<file path="src/rtl/riscv_pkg.sv">
// Shared datapath widths, ALU op encodings and operand-select constants for the
// integer pipeline.
package riscv_pkg;

    localparam int XLEN = 32;
    localparam int REGW = 5;

    typedef enum logic [3:0] {
        ALU_ADD  = 4'b0000,
        ALU_SUB  = 4'b0001,
        ALU_SLL  = 4'b0010,
        ALU_SLT  = 4'b0011,
        ALU_SLTU = 4'b0100,
        ALU_XOR  = 4'b0101,
        ALU_SRL  = 4'b0110,
        ALU_SRA  = 4'b0111,
        ALU_OR   = 4'b1000,
        ALU_AND  = 4'b1001
    } aluOpT;

    localparam logic OPA_RS1 = 1'b0;
    localparam logic OPA_PC  = 1'b1;
    localparam logic OPB_RS2 = 1'b0;
    localparam logic OPB_IMM = 1'b1;

endpackage

</file>
<file path="src/rtl/id_ex_operand_stage_fwd_mux.sv">
// Per-operand forwarding mux: picks EX/MEM, then MEM/WB, then the stored register
// value. The MEM/WB hit flag is exported so the stage can snoop while stalled.
module fwd_mux #(
    parameter int XLEN = riscv_pkg::XLEN,
    parameter int REGW = riscv_pkg::REGW
) (
    input  logic [REGW-1:0] srcAddr,
    input  logic [XLEN-1:0] srcData,
    input  logic            exMemRegWrite,
    input  logic [REGW-1:0] exMemRd,
    input  logic [XLEN-1:0] exMemResult,
    input  logic            memWbRegWrite,
    input  logic [REGW-1:0] memWbRd,
    input  logic [XLEN-1:0] memWbResult,
    output logic [XLEN-1:0] effData,
    output logic            memWbHit
);

    logic exMemHit;

    // x0 is hardwired zero, so a write targeting it must never be forwarded.
    assign exMemHit = exMemRegWrite && (exMemRd != '0) && (exMemRd == srcAddr);
    assign memWbHit = memWbRegWrite && (memWbRd != '0) && (memWbRd == srcAddr);

    always_comb begin
        effData = srcData;
        if (exMemHit) begin
            effData = exMemResult;
        end else if (memWbHit) begin
            effData = memWbResult;
        end
    end

endmodule

</file>
<file path="src/rtl/id_ex_operand_stage.sv">
// ID/EX pipeline register: one-entry valid/ready buffer of decoded operands that
// drives the ALU with EX/MEM and MEM/WB forwarding and a saturating stall counter.
module id_ex_operand_stage #(
    parameter int XLEN   = riscv_pkg::XLEN,
    parameter int REGW   = riscv_pkg::REGW,
    parameter int STALLW = 16
) (
    input  logic              clk,
    input  logic              rst_n,
    input  logic              inValid,
    output logic              inReady,
    input  logic [REGW-1:0]   rs1Addr,
    input  logic [REGW-1:0]   rs2Addr,
    input  logic [XLEN-1:0]   rs1Data,
    input  logic [XLEN-1:0]   rs2Data,
    input  logic [XLEN-1:0]   pc,
    input  logic [XLEN-1:0]   imm,
    input  logic              opASel,
    input  logic              opBSel,
    input  logic [3:0]        aluSelIn,
    input  logic [REGW-1:0]   rdIn,
    input  logic              regWriteIn,
    input  logic              exMemRegWrite,
    input  logic [REGW-1:0]   exMemRd,
    input  logic [XLEN-1:0]   exMemResult,
    input  logic              memWbRegWrite,
    input  logic [REGW-1:0]   memWbRd,
    input  logic [XLEN-1:0]   memWbResult,
    input  logic              flush,
    output logic              outValid,
    input  logic              outReady,
    output logic [XLEN-1:0]   opA,
    output logic [XLEN-1:0]   opB,
    output logic [3:0]        aluOutSel,
    output logic [REGW-1:0]   rdOut,
    output logic              regWriteOut,
    output logic [STALLW-1:0] stallCount
);

    import riscv_pkg::*;

    // Handshake: a transfer happens on a rising edge where valid && ready are both
    // high; valid never depends on ready, and ready may depend on downstream ready.

    logic              validQ;
    logic [REGW-1:0]   rs1AddrQ, rs2AddrQ;
    logic [XLEN-1:0]   rs1DataQ, rs2DataQ;
    logic [XLEN-1:0]   pcQ, immQ;
    logic              opASelQ, opBSelQ;
    logic [3:0]        aluSelQ;
    logic [REGW-1:0]   rdQ;
    logic              regWriteQ;
    logic [STALLW-1:0] stallCntQ;

    logic              capture;
    logic [XLEN-1:0]   rs1Eff, rs2Eff;
    logic              rs1MemWbHit, rs2MemWbHit;

    assign inReady = !validQ || outReady;
    assign capture = inValid && inReady && !flush;

    fwd_mux #(.XLEN(XLEN), .REGW(REGW)) u_fwdRs1 (
        .srcAddr       (rs1AddrQ),
        .srcData       (rs1DataQ),
        .exMemRegWrite (exMemRegWrite),
        .exMemRd       (exMemRd),
        .exMemResult   (exMemResult),
        .memWbRegWrite (memWbRegWrite),
        .memWbRd       (memWbRd),
        .memWbResult   (memWbResult),
        .effData       (rs1Eff),
        .memWbHit      (rs1MemWbHit)
    );

    fwd_mux #(.XLEN(XLEN), .REGW(REGW)) u_fwdRs2 (
        .srcAddr       (rs2AddrQ),
        .srcData       (rs2DataQ),
        .exMemRegWrite (exMemRegWrite),
        .exMemRd       (exMemRd),
        .exMemResult   (exMemResult),
        .memWbRegWrite (memWbRegWrite),
        .memWbRd       (memWbRd),
        .memWbResult   (memWbResult),
        .effData       (rs2Eff),
        .memWbHit      (rs2MemWbHit)
    );

    always_ff @(posedge clk) begin
        if (!rst_n) begin
            validQ    <= 1'b0;
            rs1AddrQ  <= '0;
            rs2AddrQ  <= '0;
            rs1DataQ  <= '0;
            rs2DataQ  <= '0;
            pcQ       <= '0;
            immQ      <= '0;
            opASelQ   <= OPA_RS1;
            opBSelQ   <= OPB_RS2;
            aluSelQ   <= ALU_ADD;
            rdQ       <= '0;
            regWriteQ <= 1'b0;
            stallCntQ <= '0;
        end else begin
            if (flush) begin
                validQ <= 1'b0;
            end else if (capture) begin
                validQ    <= 1'b1;
                rs1AddrQ  <= rs1Addr;
                rs2AddrQ  <= rs2Addr;
                rs1DataQ  <= rs1Data;
                rs2DataQ  <= rs2Data;
                pcQ       <= pc;
                immQ      <= imm;
                opASelQ   <= opASel;
                opBSelQ   <= opBSel;
                aluSelQ   <= aluSelIn;
                rdQ       <= rdIn;
                regWriteQ <= regWriteIn;
            end else if (outReady) begin
                validQ <= 1'b0;
            end

            // A held entry absorbs MEM/WB writes so the value outlives the producer.
            if (validQ && !capture) begin
                if (rs1MemWbHit) rs1DataQ <= memWbResult;
                if (rs2MemWbHit) rs2DataQ <= memWbResult;
            end

            if (validQ && !outReady && (stallCntQ != '1)) begin
                stallCntQ <= stallCntQ + STALLW'(1);
            end
        end
    end

    assign outValid    = validQ;
    assign opA         = (opASelQ == OPA_PC)  ? pcQ  : rs1Eff;
    assign opB         = (opBSelQ == OPB_IMM) ? immQ : rs2Eff;
    assign aluOutSel   = aluSelQ;
    assign rdOut       = rdQ;
    assign regWriteOut = validQ && regWriteQ;
    assign stallCount  = stallCntQ;

endmodule

</file>
<file path="config.mk">
export PLATFORM = sky130hd
export DESIGN_NAME = id_ex_operand_stage
export DESIGN_NICKNAME = d
export VERILOG_FILES = /design/src/rtl/riscv_pkg.sv /design/src/rtl/id_ex_operand_stage_fwd_mux.sv /design/src/rtl/id_ex_operand_stage.sv
export SDC_FILE = /design/constraint.sdc
export NUM_CORES = 1
export LEC_CHECK = 0
export BUFFER_PORTS_ARGS = -buffer_cell sky130_fd_sc_hd__buf_2
export CAP_MARGIN = 20
export CORE_UTILIZATION = 45
export CTS_BUF_LIST = sky130_fd_sc_hd__clkbuf_2
export DETAILED_ROUTE_END_ITERATION = 8
export MAX_ROUTING_LAYER = met4
export PLACE_DENSITY = 0.73
export SETUP_SLACK_MARGIN = 0.1
export SLEW_MARGIN = 40
export SYNTH_ARGS = -nofsm -noshare
export SYNTH_HDL_FRONTEND = slang
export SYNTH_SLANG_ARGS = --single-unit
</file>
<file path="constraint.sdc">
create_clock -name clk -period 5.31 [get_ports clk]
set_input_delay 1.062 -clock clk [delete_from_list [all_inputs] [get_ports clk]]
set_output_delay 1.062 -clock clk [all_outputs]
set_load 0.02 [all_outputs]
</file>
# Word-level counts from Yosys, hierarchy flattened
# Cells that the tools add are included.
[classes] n_reduce_logical=22 bitwise_logic=2 muxes=16 addsub=1 n_eq_ne=5
[op_table] cell="32-bit two-way mux" count=14
[op_table] cell="5-bit equality test" count=4
[op_table] cell="16-bit by 1-bit adder with 16-bit output (second input constant)" count=1
[op_table] cell="16-bit != test (second input constant)" count=1
[op_table] cell="1-bit logical AND" count=12
[op_table] cell="5-bit nonzero test" count=2
[op_table] cell="1-bit logical NOT" count=4
[op_table] cell="1-bit two-way mux" count=2
[op_table] cell="1-bit inverter" count=2
[op_table] cell="2-bit AND reduction" count=1
[op_table] cell="2-bit nonzero test" count=1
[op_table] cell="2-bit OR reduction" count=1
[op_table] cell="1-bit logical OR" count=1
[word_totals] elab_cells=59 inputBits=231 reg_bits=167

# Logic depth before layout (Yosys ltp)
[logic_depth] word_depth=8 ltp_mapped=9 ltp_nobuf=6

# Modules after synthesis
# From an unflattened synthesis, not the netlist that was laid out.
[unflattened] hier_cells=1272 hier_area_um2=9780.6
[modules_own_cells] mod="id_ex_operand_stage" cells_per_inst=900 area_each_um2=7463.4 n_inst=1 seq_area_each_um2=3343.2
[modules_own_cells] mod="fwd_mux" cells_per_inst=186 area_each_um2=1158.6 n_inst=2 seq_area_each_um2=0.0

# Worst setup path after synthesis
# Ideal clock, no wire load.
[synth_path] kind="input to output" startpoint="input port memWbRd[0]" endpoint="output port opB[0]" path_stages=5 arrival_ps=2657 path_buffers=0 path_slack_ps=1591 cell_sequence="or4_4 -> o21ai_4 -> nor4_4 -> mux2i_1 -> a221oi_1"
[synth_via] elab_chain_cells=6 word_cells_on_any_way=7 classes_between="eq/ne (1); mux (3); reduce/logical (3)"
[synth_lines] item="start, declared" line="id_ex_operand_stage.sv:27" source="input logic [REGW-1:0] memWbRd,"
[synth_lines] item="5-bit nonzero test" line="id_ex_operand_stage_fwd_mux.sv:23" source="assign memWbHit = memWbRegWrite && (memWbRd != '0) && (memWbRd == srcAddr);"
[synth_lines] item="1-bit logical AND" line="id_ex_operand_stage_fwd_mux.sv:23"
[synth_lines] item="1-bit logical AND *" line="id_ex_operand_stage_fwd_mux.sv:23"
[synth_lines] item="32-bit two-way mux *" line="id_ex_operand_stage_fwd_mux.sv:29" source="end else if (memWbHit) begin"
[synth_lines] item="32-bit two-way mux *" line="id_ex_operand_stage_fwd_mux.sv:27" source="if (exMemHit) begin"
[synth_lines] item="32-bit two-way mux *" line="id_ex_operand_stage.sv:137" source="assign opB = (opBSelQ == OPB_IMM) ? immQ : rs2Eff;"
[synth_lines] item="end, declared" line="id_ex_operand_stage.sv:33" source="output logic [XLEN-1:0] opB,"
# Every way passes the cells marked *; elsewhere a longest branch is shown, timed or not.

# Worst setup path after layout
[layout_path] startpoint="input port exMemRd[0]" endpoint="output port opA[12]"
[layout_via] elab_chain_cells=5 word_cells_on_any_way=6 classes_between="eq/ne (1); mux (2); reduce/logical (3)"
[layout_lines] item="start, declared" line="id_ex_operand_stage.sv:24" source="input logic [REGW-1:0] exMemRd,"
[layout_lines] item="5-bit nonzero test" line="id_ex_operand_stage_fwd_mux.sv:22" source="assign exMemHit = exMemRegWrite && (exMemRd != '0) && (exMemRd == srcAddr);"
[layout_lines] item="1-bit logical AND" line="id_ex_operand_stage_fwd_mux.sv:22"
[layout_lines] item="1-bit logical AND *" line="id_ex_operand_stage_fwd_mux.sv:22"
[layout_lines] item="32-bit two-way mux *" line="id_ex_operand_stage_fwd_mux.sv:27"
[layout_lines] item="32-bit two-way mux *" line="id_ex_operand_stage.sv:136" source="assign opA = (opASelQ == OPA_PC) ? pcQ : rs1Eff;"
[layout_lines] item="end, declared" line="id_ex_operand_stage.sv:32" source="output logic [XLEN-1:0] opA,"
# Marks and branches as above.

==> results.md <==
Outcome:
- The flow ran to the end, and the final reports show no timing, DRC or antenna violations.

Yosys:
- The register area share after synthesis is 0.3519.
- After synthesis, the mean cell area works out to 8.261 sq um.
- The cell area after synthesis is 0.009500 sq mm.
- In this run, synthesis inferred 0 flip-flops with an integrated enable.
- During synthesis, Yosys emitted a total of 0 warnings.
- In this run, synthesis produced a sequential element count of 167.
- The cell count after synthesis came out at 1150.
- Among all flip-flop cells after synthesis, the most frequent one is sky130_fd_sc_hd__dfxtp_1.
- The count of cell types in the netlist is 43.
- The post-synth net total is 1382.
- For this run, asynchronously set or reset flops after synthesis account for 0.

Cells and area:
- The share of final-layout standard cells stronger than drive strength 1 is 0.3014.
- The area growth from synthesis to final layout is 21.01%.
- The share of the core filled with cells is 0.5609.
- In the final design database the tool counted 1639 nets.
- The summed area of non-filler cells in the final layout is 0.01150 sq mm.

CTS:
- The quantity of gates resized following cts is 0.
- After clock tree synthesis, the flow added hold-fix buffers numbering 0.
- The source-to-sink clock delay at the later pin of the worst-skew pair is 0.74 ns.
- The maximum level of the CTS H-tree is 4.
- Post-CTS timing repair inserted 0 buffers for setup.
- TritonCTS built the clock tree.
- CTS placed an instance of sky130_fd_sc_hd__clkbuf_2 at the clock tree root.
- Clock-pin slew was measured on the worst setup and hold paths at 0.24 ns.
- In this run, CTS created clock tree buffers numbering 17.
- The number of clock sinks is 167.
- The maximum number of buffers from clock root to sink is 2.

Drt:
- In the final routed layout, each cell accounts on average for 17.32 microns.
- The first-pass iteration count of the detailed router is 7.
- For this block, the routed nets add up to 29430 microns of wire.
- For this block, the initial DRC count from the detailed router was 523.
- For this run, design rule violations remaining after detail routing come to 0.
- The routed via count is 9330.
- The remaining number of nets flagged by the antenna check after routing is 0.
- Using the TritonRoute via totals, the vias-per-cell ratio works out to 5.491.

Critical path:
- For flop-to-flop paths, the worst setup slack is 3.01 ns.
- The maximum net fanout on the critical path is 23.
- The critical path is of the in -> out type.
- Traced cell by cell, the critical path runs through buf_2 -> or4_1 -> o21a_1 -> nand4_2 -> nor2b_4 -> buf_4 -> a221oi_2 -> buf_2.
- Data on the critical path is required at its endpoint by 4.25 ns.
- For this run, the slowest stage of the critical path takes 0.72 ns.
- For the worst flop-to-flop path, the logic depth is 8.
- The cell repeated most along the worst path is sky130_fd_sc_hd__buf_2.
- At the worst endpoint, the arrival time is 3.33 ns.
- The worst register-to-register path ends at rs1DataQ[8]$_SDFF_PN0_.
- The worst setup path is captured at an output port.
- The worst setup path is launched from a primary input.
- The slowest cell on the critical path is sky130_fd_sc_hd__nor2b_4.
- The startpoint of the most critical register-to-register path is outValid$_SDFFE_PP0P_.

Pwr:
- IR analysis of the VDD net gives a maximum drop of 0.0001265 V.
- The net switching fraction of the power is 0.3307.
- For this design the ratio of total power to cell area is 231.1 mW/mm^2.
- Summed over all nets, the switching power comes to 878.5 uW.
- Power comes to 2656 uW.
- Summed over all cells, the static leakage comes to 0.005242 uW.
- The clock group share of total power is 0.279.
- The sequential group share of total power is 0.508.
- The internal power of the cells is 1778 uW.
- The part of the power in combinational logic is 0.213.

Timing:
- The final critical path time including I/O delays and setup is 4.390 ns.
- The final hold violation count is 0.
- In the finished design, the share of the clock period the worst path needs comes to 0.8267.
- For the final routed database, the setup TNS stands at 0 ns.
- Setup violations remaining at the end of the flow were counted as 0.
- The top achievable clock speed is 227.8 MHz.
- At the pin with the least slew margin, the transition time is 0.8518 ns.
- The count of pins over their slew limit is 0.
- For the final database, setup skew stands at 0.04259 ns.
- On the final layout, the worst hold slack is 0.4763 ns.
- The relative slew slack is 0.4309.
- Setup repair after global routing left no endpoint under its margin.

Global route:
- In the global route stage, overall resource usage came out at 0.2810.
- The number of global-route vias before repair was 9083.
- The first-pass GRT wire length is 46790 microns.
- The pin count of the biggest net entering global routing is 109.
- The number of antenna violations at the first check in global routing is 8.
- The total overflow left after global routing is 0.

Worst hold path:
- For hold timing, the worst endpoint is pcQ[1]$_SDFFE_PN0P_.
- The number of instances on the worst hold path is 2.
- In this run the most critical hold path is launched from pcQ[1]$_SDFFE_PN0P_.
- In this run the worst hold path is classified as reg -> reg.

Die:
- The height of the chip is 147.3 microns.
- The initial cell density of the core is 0.4636.
- After floorplanning, the core was divided into 52 placement rows.
- The die outline area is 0.02170 sq mm.
- The width of the die is 147.3 microns.
- The region available for standard cell placement spans 0.02049 sq mm.
- The number of I/O pins is 323.

Placement:
- The placed cell area is 0.01122 sq mm.
- The count of port buffers added during placement is 322.
- Summed over all nets, the half-perimeter wirelength after detailed placement is 20750 microns.
- The final weighted congestion in routability-driven placement is 0.9239.

Run:
- The reported max-cap violation count is 0.
-- worst max-delay path by stage --
stage	from	endpoint	slack, ns
after global routing	exMemRd[0]	opA[13]	0.85
after floorplan	memWbRd[0]	opB[0]	1.59
final	exMemRd[0]	opA[12]	0.92
after CTS	exMemRd[0]	opA[12]	0.93
after global placement	exMemRd[0]	opA[10]	0.97
after detailed placement	exMemRd[0]	opA[12]	0.94
-- worst max-delay path: cells and delay by family --
kind	cells	cell delay, ns
and+or+nand+nor	3	1.31
buffers and inverters	3	0.65
AOI/OAI and AO/OA	2	0.30
-- state kept, by name (all words and copies together) (netlist names), 4 cells and up --
register	flops
aluOutSel	4
pcQ	32
stallCount	16
rs2DataQ	32
rdOut	5
rs1DataQ	32
rs2AddrQ	5
immQ	32
rs1AddrQ	5
-- Yosys cell counts, drive strengths merged (21+ instances only) --
cell type / count / area [sq um]
nor3: 49 / 245.2
dfxtp: 167 / 3343
a221oi: 47 / 680.7
a21boi: 86 / 645.6
clkbuf: 60 / 225.2
nand2b: 21 / 131.4
mux2i: 64 / 640.6
nand3: 72 / 360.4
xnor2: 21 / 183.9
nand2: 304 / 1141
o211a: 65 / 650.6
inv: 50 / 187.7
buf: 42 / 306.5
-- through the flow --
stage                     cells  worst slack, ns
after detailed placement   1658           0.9370
after CTS                  1690           0.9343
final                      1699           0.9204
after global placement     1653           0.9662
after global routing       1698           0.8540
after floorplan            1150            1.591
-- kinds of logic after synthesis --
| family | after synthesis | synth area share |
|---|---|---|
| AOI/OAI and AO/OA | 250 | 0.2448 |
| xor gates and xnor gates | 31 | 0.02858 |
| adders and majority gates | 1 | 0.001317 |
| buffers and inverters | 152 | 0.07573 |
| DFF | 167 | 0.3519 |
| muxes | 64 | 0.06743 |
| and+or+nand+nor | 485 | 0.2302 |
-- layer usage --
metal  routed length [microns]  part of all wire  GRT usage
met5                         0                 0          -
met4                       745             0.025     0.1129
met3                      2106             0.072    0.06584
met2                     14030              0.48     0.4521
met1                     12540              0.43     0.3377
-- area by class of cell --
cell class,instances,area (sq um)
clock inverter,15,168.9
tap,270,337.8
inverter,50,187.7
multi-input combinational,831,5503
sequential,167,3348
timing repair buffer,340,1843
antenna,9,22.52
clock buffer,17,85.08
fill,1975,8999
-- layout by cell type, fill, tap and decap left out, types with 3 or more instances in the layout --
cell                        Yosys  layout
sky130_fd_sc_hd__a221oi_1       4       4
sky130_fd_sc_hd__o211a_1       65      65
sky130_fd_sc_hd__o31ai_1       19      19
sky130_fd_sc_hd__and3_1         4       3
sky130_fd_sc_hd__a221oi_2      43      43
sky130_fd_sc_hd__nor3_1        49      49
sky130_fd_sc_hd__nor2_1         3       3
sky130_fd_sc_hd__nand4_1        3       3
sky130_fd_sc_hd__buf_2         11     321
sky130_fd_sc_hd__clkinv_4       0       4
sky130_fd_sc_hd__nand2_1      304     304
sky130_fd_sc_hd__mux2i_1       64      64
sky130_fd_sc_hd__inv_1         50      50
sky130_fd_sc_hd__o211ai_1       3       3
sky130_fd_sc_hd__nand2b_1      21      21
sky130_fd_sc_hd__xor2_1        10      10
sky130_fd_sc_hd__o2111ai_1      3       3
sky130_fd_sc_hd__and2_1        12      12
sky130_fd_sc_hd__xnor2_1       21      21
sky130_fd_sc_hd__diode_2        0       9
sky130_fd_sc_hd__inv_6          0       3
sky130_fd_sc_hd__a21boi_0      86      86
sky130_fd_sc_hd__nand3_1       72      71
sky130_fd_sc_hd__a21oi_1       18      18
sky130_fd_sc_hd__clkbuf_2       0      17
sky130_fd_sc_hd__buf_4         14      12
sky130_fd_sc_hd__dfxtp_1      167     165
sky130_fd_sc_hd__o21ai_0        4       4
sky130_fd_sc_hd__buf_12         0       4
sky130_fd_sc_hd__inv_8          0       3
-- power groups by stage --
stage	combinational [uW]	clock [uW]	sequential, uW
floorplan	341	0	1360
global placement	554	0	1370
detailed placement	565	0	1370
CTS	567	763	1350
global route	614	815	1360
finish	565	742	1350
No activity file was read; power rests on OpenSTA's default activity.
